[src/rtl/control_path.sv]
`default_nettype none
// ============================================================================
// Module   : control_path
// Purpose  : RV32I 5-stage pipeline control: decode, EX/MEM/WB control
//            registers, forwarding selects and stall/flush/redirect logic.
// Revision : 1.0 - initial release
// ============================================================================
module control_path (
    input  logic        clk,
    input  logic        rst_n,
    input  logic [31:0] instruction_i,
    input  logic        branch_condition_i,
    output logic        mem_to_reg_o,
    output logic [4:0]  alu_op_o,
    output logic        alu_src_b_o,
    output logic        rd_we_o,
    output logic        pc_next_sel_o,
    output logic        pc_operand_o,
    output logic [3:0]  data_mem_we_o,
    output logic [1:0]  alu_forward_a_o,
    output logic [1:0]  alu_forward_b_o,
    output logic        branch_forward_a_o,
    output logic        branch_forward_b_o,
    output logic        if_id_flush_o,
    output logic        pc_en_o,
    output logic        if_id_en_o
);

    localparam logic [6:0] c_OP_R      = 7'b0110011;
    localparam logic [6:0] c_OP_IMM    = 7'b0010011;
    localparam logic [6:0] c_OP_LUI    = 7'b0110111;
    localparam logic [6:0] c_OP_LOAD   = 7'b0000011;
    localparam logic [6:0] c_OP_STORE  = 7'b0100011;
    localparam logic [6:0] c_OP_BRANCH = 7'b1100011;
    localparam logic [6:0] c_OP_JAL    = 7'b1101111;
    localparam logic [6:0] c_OP_JALR   = 7'b1100111;

    localparam logic [4:0] c_ALU_ADD   = 5'd0;
    localparam logic [4:0] c_ALU_SUB   = 5'd1;
    localparam logic [4:0] c_ALU_SLL   = 5'd2;
    localparam logic [4:0] c_ALU_SLT   = 5'd3;
    localparam logic [4:0] c_ALU_SLTU  = 5'd4;
    localparam logic [4:0] c_ALU_XOR   = 5'd5;
    localparam logic [4:0] c_ALU_SRL   = 5'd6;
    localparam logic [4:0] c_ALU_SRA   = 5'd7;
    localparam logic [4:0] c_ALU_OR    = 5'd8;
    localparam logic [4:0] c_ALU_AND   = 5'd9;
    localparam logic [4:0] c_ALU_PASSB = 5'd10;

    function automatic logic [4:0] f_alu_op(input logic [2:0] f3, input logic alt);
        case (f3)
            3'b000:  f_alu_op = alt ? c_ALU_SUB : c_ALU_ADD;
            3'b001:  f_alu_op = c_ALU_SLL;
            3'b010:  f_alu_op = c_ALU_SLT;
            3'b011:  f_alu_op = c_ALU_SLTU;
            3'b100:  f_alu_op = c_ALU_XOR;
            3'b101:  f_alu_op = alt ? c_ALU_SRA : c_ALU_SRL;
            3'b110:  f_alu_op = c_ALU_OR;
            default: f_alu_op = c_ALU_AND;
        endcase
    endfunction

    logic [6:0] w_opcode;
    logic [2:0] w_funct3;
    logic [4:0] w_alu_op, w_src1, w_src2, w_dst;
    logic [3:0] w_mem_we;
    logic       w_src_b, w_m2r, w_we, w_is_load, w_is_branch, w_is_jal, w_is_jalr;
    logic       w_use_rs1, w_use_rs2;
    logic       w_unused;

    assign w_opcode = instruction_i[6:0];
    assign w_funct3 = instruction_i[14:12];
    assign w_unused = ^{instruction_i[31], instruction_i[29:25]};

    always_comb begin
        w_alu_op    = c_ALU_ADD;
        w_mem_we    = 4'b0000;
        w_src_b     = 1'b0;
        w_m2r       = 1'b0;
        w_we        = 1'b0;
        w_is_load   = 1'b0;
        w_is_branch = 1'b0;
        w_is_jal    = 1'b0;
        w_is_jalr   = 1'b0;
        w_use_rs1   = 1'b0;
        w_use_rs2   = 1'b0;
        case (w_opcode)
            c_OP_R: begin
                w_alu_op  = f_alu_op(w_funct3, instruction_i[30]);
                w_we      = 1'b1;
                w_use_rs1 = 1'b1;
                w_use_rs2 = 1'b1;
            end
            c_OP_IMM: begin
                // bit 30 is immediate data except for the SRLI/SRAI split
                w_alu_op  = f_alu_op(w_funct3, instruction_i[30] && (w_funct3 == 3'b101));
                w_src_b   = 1'b1;
                w_we      = 1'b1;
                w_use_rs1 = 1'b1;
            end
            c_OP_LUI: begin
                w_alu_op = c_ALU_PASSB;
                w_src_b  = 1'b1;
                w_we     = 1'b1;
            end
            c_OP_LOAD: begin
                if (w_funct3 == 3'b010) begin
                    w_src_b   = 1'b1;
                    w_m2r     = 1'b1;
                    w_we      = 1'b1;
                    w_is_load = 1'b1;
                    w_use_rs1 = 1'b1;
                end
            end
            c_OP_STORE: begin
                if (w_funct3 <= 3'b010) begin
                    w_mem_we  = (w_funct3 == 3'b000) ? 4'b0001 :
                                (w_funct3 == 3'b001) ? 4'b0011 : 4'b1111;
                    w_src_b   = 1'b1;
                    w_use_rs1 = 1'b1;
                    w_use_rs2 = 1'b1;
                end
            end
            c_OP_BRANCH: begin
                if (w_funct3[2:1] != 2'b01) begin
                    w_is_branch = 1'b1;
                    w_use_rs1   = 1'b1;
                    w_use_rs2   = 1'b1;
                end
            end
            c_OP_JAL: w_is_jal = 1'b1;
            c_OP_JALR: begin
                if (w_funct3 == 3'b000) begin
                    w_is_jalr = 1'b1;
                    w_use_rs1 = 1'b1;
                end
            end
            default: ;
        endcase
    end

    // Register indices are zeroed when unused/unwritten, so a nonzero
    // match below already implies "really read" and "really written".
    assign w_src1 = w_use_rs1 ? instruction_i[19:15] : 5'd0;
    assign w_src2 = w_use_rs2 ? instruction_i[24:20] : 5'd0;
    assign w_dst  = w_we      ? instruction_i[11:7]  : 5'd0;

    logic [4:0] r_ex_alu_op, r_ex_rs1, r_ex_rs2, r_ex_rd, r_mem_rd, r_wb_rd;
    logic [3:0] r_ex_mem_we, r_mem_mem_we;
    logic       r_ex_src_b, r_ex_m2r, r_ex_we, r_ex_is_load;
    logic       r_mem_m2r, r_mem_we, r_mem_is_load, r_wb_m2r, r_wb_we;

    logic w_xfer, w_ex_hit1, w_ex_hit2, w_mem_hit1, w_mem_hit2, w_stall, w_redirect;

    assign w_xfer     = w_is_branch || w_is_jalr;
    assign w_ex_hit1  = (r_ex_rd  != 5'd0) && (w_src1 == r_ex_rd);
    assign w_ex_hit2  = (r_ex_rd  != 5'd0) && (w_src2 == r_ex_rd);
    assign w_mem_hit1 = (r_mem_rd != 5'd0) && (w_src1 == r_mem_rd);
    assign w_mem_hit2 = (r_mem_rd != 5'd0) && (w_src2 == r_mem_rd);

    assign w_stall = (r_ex_is_load && (w_ex_hit1 || w_ex_hit2)) ||
                     (w_xfer && (w_ex_hit1 || w_ex_hit2)) ||
                     (w_xfer && r_mem_is_load && (w_mem_hit1 || w_mem_hit2));

    assign w_redirect = !w_stall && (w_is_jal || w_is_jalr || (w_is_branch && branch_condition_i));

    always_ff @(posedge clk or negedge rst_n) begin
        if (!rst_n) begin
            r_ex_alu_op   <= 5'd0;
            r_ex_src_b    <= 1'b0;
            r_ex_m2r      <= 1'b0;
            r_ex_we       <= 1'b0;
            r_ex_mem_we   <= 4'b0000;
            r_ex_is_load  <= 1'b0;
            r_ex_rs1      <= 5'd0;
            r_ex_rs2      <= 5'd0;
            r_ex_rd       <= 5'd0;
            r_mem_m2r     <= 1'b0;
            r_mem_we      <= 1'b0;
            r_mem_mem_we  <= 4'b0000;
            r_mem_is_load <= 1'b0;
            r_mem_rd      <= 5'd0;
            r_wb_m2r      <= 1'b0;
            r_wb_we       <= 1'b0;
            r_wb_rd       <= 5'd0;
        end else begin
            r_ex_alu_op   <= w_stall ? 5'd0    : w_alu_op;
            r_ex_src_b    <= w_stall ? 1'b0    : w_src_b;
            r_ex_m2r      <= w_stall ? 1'b0    : w_m2r;
            r_ex_we       <= w_stall ? 1'b0    : w_we;
            r_ex_mem_we   <= w_stall ? 4'b0000 : w_mem_we;
            r_ex_is_load  <= w_stall ? 1'b0    : w_is_load;
            r_ex_rs1      <= w_stall ? 5'd0    : w_src1;
            r_ex_rs2      <= w_stall ? 5'd0    : w_src2;
            r_ex_rd       <= w_stall ? 5'd0    : w_dst;
            r_mem_m2r     <= r_ex_m2r;
            r_mem_we      <= r_ex_we;
            r_mem_mem_we  <= r_ex_mem_we;
            r_mem_is_load <= r_ex_is_load;
            r_mem_rd      <= r_ex_rd;
            r_wb_m2r      <= r_mem_m2r;
            r_wb_we       <= r_mem_we;
            r_wb_rd       <= r_mem_rd;
        end
    end

    assign alu_forward_a_o = ((r_ex_rs1 != 5'd0) && (r_ex_rs1 == r_mem_rd)) ? 2'b10 :
                             ((r_ex_rs1 != 5'd0) && (r_ex_rs1 == r_wb_rd))  ? 2'b01 : 2'b00;
    assign alu_forward_b_o = ((r_ex_rs2 != 5'd0) && (r_ex_rs2 == r_mem_rd)) ? 2'b10 :
                             ((r_ex_rs2 != 5'd0) && (r_ex_rs2 == r_wb_rd))  ? 2'b01 : 2'b00;

    assign branch_forward_a_o = w_xfer && w_mem_hit1 && !r_mem_is_load;
    assign branch_forward_b_o = w_xfer && w_mem_hit2 && !r_mem_is_load;

    assign alu_op_o      = r_ex_alu_op;
    assign alu_src_b_o   = r_ex_src_b;
    assign data_mem_we_o = r_mem_mem_we;
    assign mem_to_reg_o  = r_wb_m2r;
    assign rd_we_o       = r_wb_we;
    assign pc_next_sel_o = w_redirect;
    assign if_id_flush_o = w_redirect;
    assign pc_operand_o  = w_is_jalr;
    assign pc_en_o       = !w_stall;
    assign if_id_en_o    = !w_stall;

endmodule
`default_nettype wire

[config.mk]
export PLATFORM = sky130hd
export DESIGN_NAME = control_path
export DESIGN_NICKNAME = d
export VERILOG_FILES = /design/src/rtl/control_path.sv
export SDC_FILE = /design/constraint.sdc
export NUM_CORES = 1
export LEC_CHECK = 0
export ABC_CLOCK_PERIOD_IN_PS = 2990
export CAP_MARGIN = 0
export CORE_MARGIN = 4
export CORE_UTILIZATION = 50
export DETAILED_ROUTE_END_ITERATION = 6
export PLACE_DENSITY = 0.85
export SETUP_SLACK_MARGIN = 0.15
export SLEW_MARGIN = 25
export SYNTH_ARGS = -nofsm -noshare
export SYNTH_HDL_FRONTEND = slang
export SYNTH_SLANG_ARGS = --single-unit
[constraint.sdc]
create_clock -name clk -period 2.99 [get_ports clk]
set_input_delay 0.4485 -clock clk [delete_from_list [all_inputs] [get_ports clk]]
set_output_delay 0.4485 -clock clk [all_outputs]
set_load 0.02 [all_outputs]
==> impl_metrics.csv, run 1 <==
group,metric,value,unit
synthesis,synth_area,2480,um^2
critical_path,crit_start,"instruction_i[14]",
place,place_ws,-0.597,ns
synthesis,synth_top_area_cell,"dfrtp_1",
floorplanning,die_w,78.4,um
cells_and_area,nNetsFinal,381,
synthesis,synth_cell_types,54,
cells_and_area,synthToLayoutAreaGrowth,42.1,%
sta,slew-limit-headroom,39.3,%
sta,finalSetupTns,0,ns
detailed_routing,vias,2265,
sta,rsz0062_at_grt,"yes",
global_route,grt_pass1_wl,11.7,mm
clock_network,clkTransAtPathRegs,0.08,ns
synthesis,synth_common_cells,"dfrtp_1, nand2_1, xor2_1",
power,clock_power_share,36.7,%
power,seq_power_share,47.3,%
power,powerDensity,346,nW/um^2
place,dp_hpwl,5.02,mm
power,sw_frac_of_total,24.2,%
critical_path,critPathLaunchType,"primary input",
synthesis,synth_top_area_share,42.4,%
critical_path,cpMostUsedCell,"buf_4",
floorplanning,ios,58,
floorplanning,die_h,78.4,um
power,p_int,0.923,mW
floorplanning,dieArea,6140,um^2
critical_path,path_max_fanout,4,
synthesis,ys_seq_elements,42,
detailed_routing,wl_per_cell,16.8,um
critical_path,end_kind,"output pin",
detailed_routing,drc,0,
place,dp.cells,399,
worst_hold_path,hp-class,"primary input to asynchronous set/reset pin",
critical_path,path_cells,"buf_2 -> o21ba_4 -> buf_4 -> o32a_1 -> o31ai_2 -> a222oi_1 -> buf_4 -> o211a_4 -> nor3_4 -> buf_6",
synthesis,syn_area_per_cell,9.79,um^2
sta,setup_viol,0,
clock_network,postCtsHoldBufs,0,
clock_network,clk_latency,0.30,ns
cells_and_area,stdcell_area,3520,um^2
synthesis,ys_seq_area_share,42.4,%
global_route,grt_max_degree,43,
clock_network,cts_tree,"done",
synthesis,synthArstFlopShare,100,%
cells_and_area,final_cells,414,
place,gp_congestion,0.904,
status,status,"finished clean",
sta,clock_skew,0.00950,ns
power,vdd_drop_max,0.221,mV
clock_network,htreeDepth,2,
critical_path,required,2.54,ns
power,finalPower,1.22,mW
run,max_cap_violations,0,
critical_path,ff2ff_path_depth,10,
global_route,overflow,0,
sta,period_share,93.0,%
critical_path,cp_slowest_stage_delay,0.25,ns
sta,worst_pin_slew,0.910,ns
cells_and_area,antennaDiodeCount,0,
global_route,grt_use_total,24.1,%
clock_network,clockBufferDepth,2,
global_route,grt_pass1_vias,2490,
place,portBuffers,50,
critical_path,reg2reg_to,"r_ex_rs1[0]",
sta,timing.final.ws_setup,0.209,ns
synthesis,synth-edff-count,0,
detailed_routing,drtIter0Drc,106,
sta,fin_crit,2.78,ns
clock_network,cts.sinks,42,
detailed_routing,dr.pass1.iters,4,
detailed_routing,ant_nets,0,
sta,final_max_slew_viol_count,0,
clock_network,cts_buffers,5,
critical_path,endpoint,"pc_next_sel_o",
detailed_routing,via_per_inst,5.47,
critical_path,reg2reg_slack,0.71,ns
sta,finalHoldViolations,0,
synthesis,ys_warn_count,0,
floorplanning,core_area,4750,um^2
synthesis,yosys.cell_count.top_type,"dfrtp_1",
synthesis,synth_ff_type,"dfrtp_1",
critical_path,crit_type,"primary input to output pin",
critical_path,cp_data_arrival_time,2.33,ns
sta,fmax,360,MHz
floorplanning,initial_core_util,52.1,%
global_route,antenna_found_initial,0,
critical_path,cp_slowest_cell,"o31ai_2",
critical_path,reg2reg_from,"r_mem_rd[3]",
detailed_routing,wl,6.96,mm
cells_and_area,drive_gt1_share,30.8,%
cells_and_area,final_core_util,74.0,%
clock_network,root_buffer,"clkbuf_8",
sta,whs,0.279,ns
synthesis,postSynthCellCount,253,
place,place_area,3290,um^2
power,power_leakage,1.78,nW
synthesis,syn_nets,288,
synthesis,ys_top_cells_by_area,"dfrtp_1, xor2_1, xnor2_1",
power,pwr-share-comb,16.1,%
power,switchingPower,0.295,mW
floorplanning,num_rows,25,
-- what timing repair did --
action | 4_1_cts | 5_1_grt
endpoints found under the hold margin | 0 | 0
pin swaps | 7 | 9
endpoints found under the setup margin | 6 | 7
setup buffers | 6 | 1
gates resized for setup | 62 | 30
-- flip-flops by register name (all words and copies together) (netlist names) --
signal	count
r_ex_rd	5
r_ex_rs1	5
r_ex_rs2	5
r_mem_rd	5
r_wb_rd	5
alu_op_o	4
data_mem_we_o	3
r_ex_mem_we	3
alu_src_b_o	1
mem_to_reg_o	1
r_ex_is_load	1
r_ex_we	1
r_mem_is_load	1
r_mem_we	1
rd_we_o	1
-- power by group through the flow --
stage,Clock [mW],Sequential [mW],Combinational (mW)
floorplan,0,0.587,0.0712
global placement,0,0.586,0.181
detailed placement,0,0.587,0.186
CTS,0.451,0.575,0.194
global route,0.479,0.576,0.213
finish,0.446,0.576,0.196
-- layout make-up --
type,count,area (um^2)
clock buffer,5,68.8
clock inverter,3,43.8
fill,350,1240
inverter,6,22.5
multi-input combinational,185,1350
sequential,42,1050
tap,67,83.8
timing repair buffer,106,898
-- how the worst min path moves through the flow --
stage | start | to | slack (ns) | cells past startpoint
6_report | rst_n | r_mem_we | 0.28 | 1
5_1_grt | rst_n | r_ex_rd[2] | 0.35 | 1
4_1_cts | rst_n | r_mem_is_load | 0.31 | 1
3_5_place_dp | r_ex_mem_we[1] | data_mem_we_o[1] | 0.34 | 0
3_3_place_gp | r_ex_we | r_mem_we | 0.34 | 0
2_1_floorplan | rst_n | alu_op_o[0] | 0.15 | 0
-- critical path, delay by kind of cell --
family / cells / cell delay (ns)
buffers and inverters: 4 / 0.58
AOI/OAI and AO/OA: 5 / 1.09
and+or+nand+nor: 1 / 0.21
-- layer usage --
layer	share of wire, %	up-vias	global-route usage [%]
li1	-	1087	-
met1	38	1090	25.8
met2	55	67	47.3
met3	3.8	21	3.78
met4	2.9	0	8.04
met5	0	-	0
-- cells in the final DEF, fill, tap and decap left out, types with 3 or more instances in the layout --
| cell | count |
|---|---|
| buf_4 | 53 |
| buf_6 | 8 |
| nand2_1 | 21 |
| nand2b_1 | 3 |
| nor2_1 | 18 |
| clkbuf_8 | 5 |
| a21oi_1 | 5 |
| dlymetal6s2s_1 | 7 |
| clkdlybuf4s50_1 | 25 |
| nor3_1 | 9 |
| or3_1 | 4 |
| nor2b_1 | 3 |
| buf_2 | 3 |
| xor2_1 | 22 |
| o22ai_1 | 3 |
| inv_1 | 6 |
| nand3_1 | 7 |
| o21ai_0 | 4 |
| nand4_1 | 4 |
| dfrtp_1 | 41 |
| clkbuf_2 | 8 |
| nor3_2 | 8 |
| nor4_1 | 9 |
| xnor2_1 | 11 |
| nor3b_1 | 5 |
| or4_1 | 5 |
-- cells by family after synthesis --
family,synth area share (%)
buffers and inverters,6.22
other,0.151
XOR/XNOR,11.7
flip-flops,42.4
AO/OA/AOI/OAI,12.6
multiplexers,0.404
AND/OR/NAND/NOR,26.5
No activity file was read; power rests on OpenSTA's default activity.
==> run 2: changes to the inputs <==
--- a/config.mk
+++ b/config.mk
@@ -11,8 +11,8 @@
 export CORE_UTILIZATION = 50
 export DETAILED_ROUTE_END_ITERATION = 6
 export PLACE_DENSITY = 0.85
+export RECOVER_POWER = 50
 export SETUP_SLACK_MARGIN = 0.15
-export SLEW_MARGIN = 25
 export SYNTH_ARGS = -nofsm -noshare
 export SYNTH_HDL_FRONTEND = slang
 export SYNTH_SLANG_ARGS = --single-unit
==> run 2 against run 1 <==
  * The run now ends with capacitance limit, slew limit left
  * Wire length up 0.82%
  * Die area unchanged
  * Count of clock-buffer cells in the layout unchanged
  * Largest power group unchanged
  * Critical path type is now flop to output pin
==> impl_metrics.csv, run 2 (synthesis results as in run 1) <==
group,metric,value,unit
floorplanning,ios,58,
power,vdd_drop_max,0.221,mV
sta,whs,0.355,ns
floorplanning,die_h,78.4,um
place,dp.cells,399,
detailed_routing,drtIter0Drc,97,
power,clock_power_share,36.7,%
detailed_routing,vias,2260,
cells_and_area,drive_gt1_share,28.8,%
status,violations,"capacitance limit, slew limit",
floorplanning,initial_core_util,52.1,%
clock_network,root_buffer,"clkbuf_8",
global_route,grt_use_total,24.1,%
critical_path,endpoint,"pc_next_sel_o",
place,portBuffers,50,
clock_network,clockBufferDepth,2,
cells_and_area,synthToLayoutAreaGrowth,41.2,%
critical_path,crit_start,"r_mem_rd[0]",
critical_path,path_max_fanout,9,
place,gp_congestion,0.904,
global_route,antenna_found_initial,0,
global_route,grt_pass1_vias,2490,
floorplanning,dieArea,6140,um^2
sta,period_share,93.8,%
global_route,grt_max_degree,43,
clock_network,clk_latency,0.30,ns
run,max_cap_violations,1,
detailed_routing,wl,7.02,mm
detailed_routing,ant_nets,0,
sta,setup_viol,0,
floorplanning,num_rows,25,
cells_and_area,layout_commonest_cell,"buf_4",
detailed_routing,via_per_inst,5.46,
status,status,"complete, but fails checks",
sta,final_max_slew_viol_count,43,
floorplanning,core_area,4750,um^2
clock_network,htreeDepth,2,
place,dp_hpwl,5.02,mm
sta,fmax,356,MHz
worst_hold_path,hp-class,"flop to flop",
global_route,grt_pass1_wl,11.7,mm
place,place_area,3290,um^2
critical_path,reg2reg_to,"r_ex_rs1[0]",
clock_network,postCtsHoldBufs,0,
power,powerDensity,348,nW/um^2
critical_path,cp_data_arrival_time,2.36,ns
worst_hold_path,min_from,"r_ex_mem_we[1]",
detailed_routing,drc,0,
sta,rsz0062_at_grt,"yes",
cells_and_area,stdcell_area,3500,um^2
critical_path,critPathLaunchType,"flop",
cells_and_area,nNetsFinal,381,
detailed_routing,dr.pass1.iters,4,
power,pwr-share-comb,16.0,%
critical_path,reg2reg_slack,0.62,ns
power,sw_frac_of_total,24.3,%
critical_path,ff2ff_path_depth,8,
power,switchingPower,0.296,mW
global_route,overflow,0,
clock_network,cts_buffers,5,
clock_network,cts.sinks,42,
clock_network,cts_tree,"done",
critical_path,end_kind,"output pin",
power,power_leakage,1.76,nW
clock_network,clkTransAtPathRegs,0.08,ns
critical_path,crit_type,"flop to output pin",
cells_and_area,final_cells,414,
critical_path,required,2.54,ns
sta,slew-limit-headroom,-44.0,%
sta,clock_skew,0.00920,ns
critical_path,reg2reg_from,"r_mem_rd[0]",
cells_and_area,final_cell_mix,"buf_4, dfrtp_1, clkdlybuf4s50_1",
floorplanning,die_w,78.4,um
sta,worst_pin_slew,2.16,ns
sta,fin_crit,2.81,ns
detailed_routing,wl_per_cell,16.9,um
sta,finalHoldViolations,0,
power,p_int,0.922,mW
power,finalPower,1.22,mW
cells_and_area,antennaDiodeCount,0,
power,seq_power_share,47.3,%
[run 2: changes by cell type in the layout (fill, tap and decap cells not counted), sizes merged]
| cell | delta |
|---|---|
| buf | -6 |
| clkbuf | +6 |
[run 2: repair_timing]
action                     in CTS  in global routing
setup endpoints to repair       6                  7
resized for setup              62                 30
setup buffers                   6                  1
pin swaps                       7                  9
[run 2: metrics by stage]
| stage | utilization (%) | setup slack (ns) | TNS [ns] |
|---|---|---|---|
| finish | 73.6 | 0.185 | 0 |
| global route | 73.6 | 0.0860 | 0 |
| CTS | 73.7 | 0.145 | 0 |
| detailed placement | 69.2 | -0.597 | -3.19 |
| global placement | 69.2 | -0.500 | -2.74 |
| floorplan | - | 0.234 | 0 |
[run 2: worst min-delay path by stage]
stage	cells after the start	end
2_1_floorplan	0	alu_op_o[0]
3_3_place_gp	0	r_mem_we
3_5_place_dp	0	data_mem_we_o[1]
4_1_cts	1	r_mem_is_load
5_1_grt	0	rd_we_o
6_report	0	data_mem_we_o[1]
[run 2: area by class of cell]
| class | count | area [um^2] |
|---|---|---|
| clock buffer | 5 | 68.8 |
| clock inverter | 3 | 43.8 |
| fill | 360 | 1260 |
| inverter | 6 | 22.5 |
| multi-input combinational | 185 | 1350 |
| sequential | 42 | 1050 |
| tap | 67 | 83.8 |
| timing repair buffer | 106 | 878 |
[run 2: power groups by stage]
| stage | registers, mW | clock network [mW] | logic (mW) |
|---|---|---|---|
| 5_1_grt | 0.576 | 0.479 | 0.213 |
| 4_1_cts | 0.575 | 0.451 | 0.194 |
| 3_5_place_dp | 0.587 | 0 | 0.186 |
| 3_3_place_gp | 0.586 | 0 | 0.181 |
| 2_1_floorplan | 0.587 | 0 | 0.0712 |
| 6_report | 0.576 | 0.447 | 0.195 |
[run 2: critical path, stage by stage (launching register included)]
cell and delay [ns]:
dfrtp_1 0.57, nor4_1 0.14, a311o_1 0.34, a222oi_1 0.43, buf_4 0.19, o211a_4 0.19, nor3_4 0.06, buf_6 0.14
[run 2: metal layers]
layer / track usage [%] / routed length (um) / vias to the layer above
li1: - / - / 1090
met1: 25.8 / 2720 / 1073
met2: 47.3 / 3800 / 76
met3: 3.78 / 292 / 21
met4: 8.04 / 199 / 0
met5: 0 / 0 / -
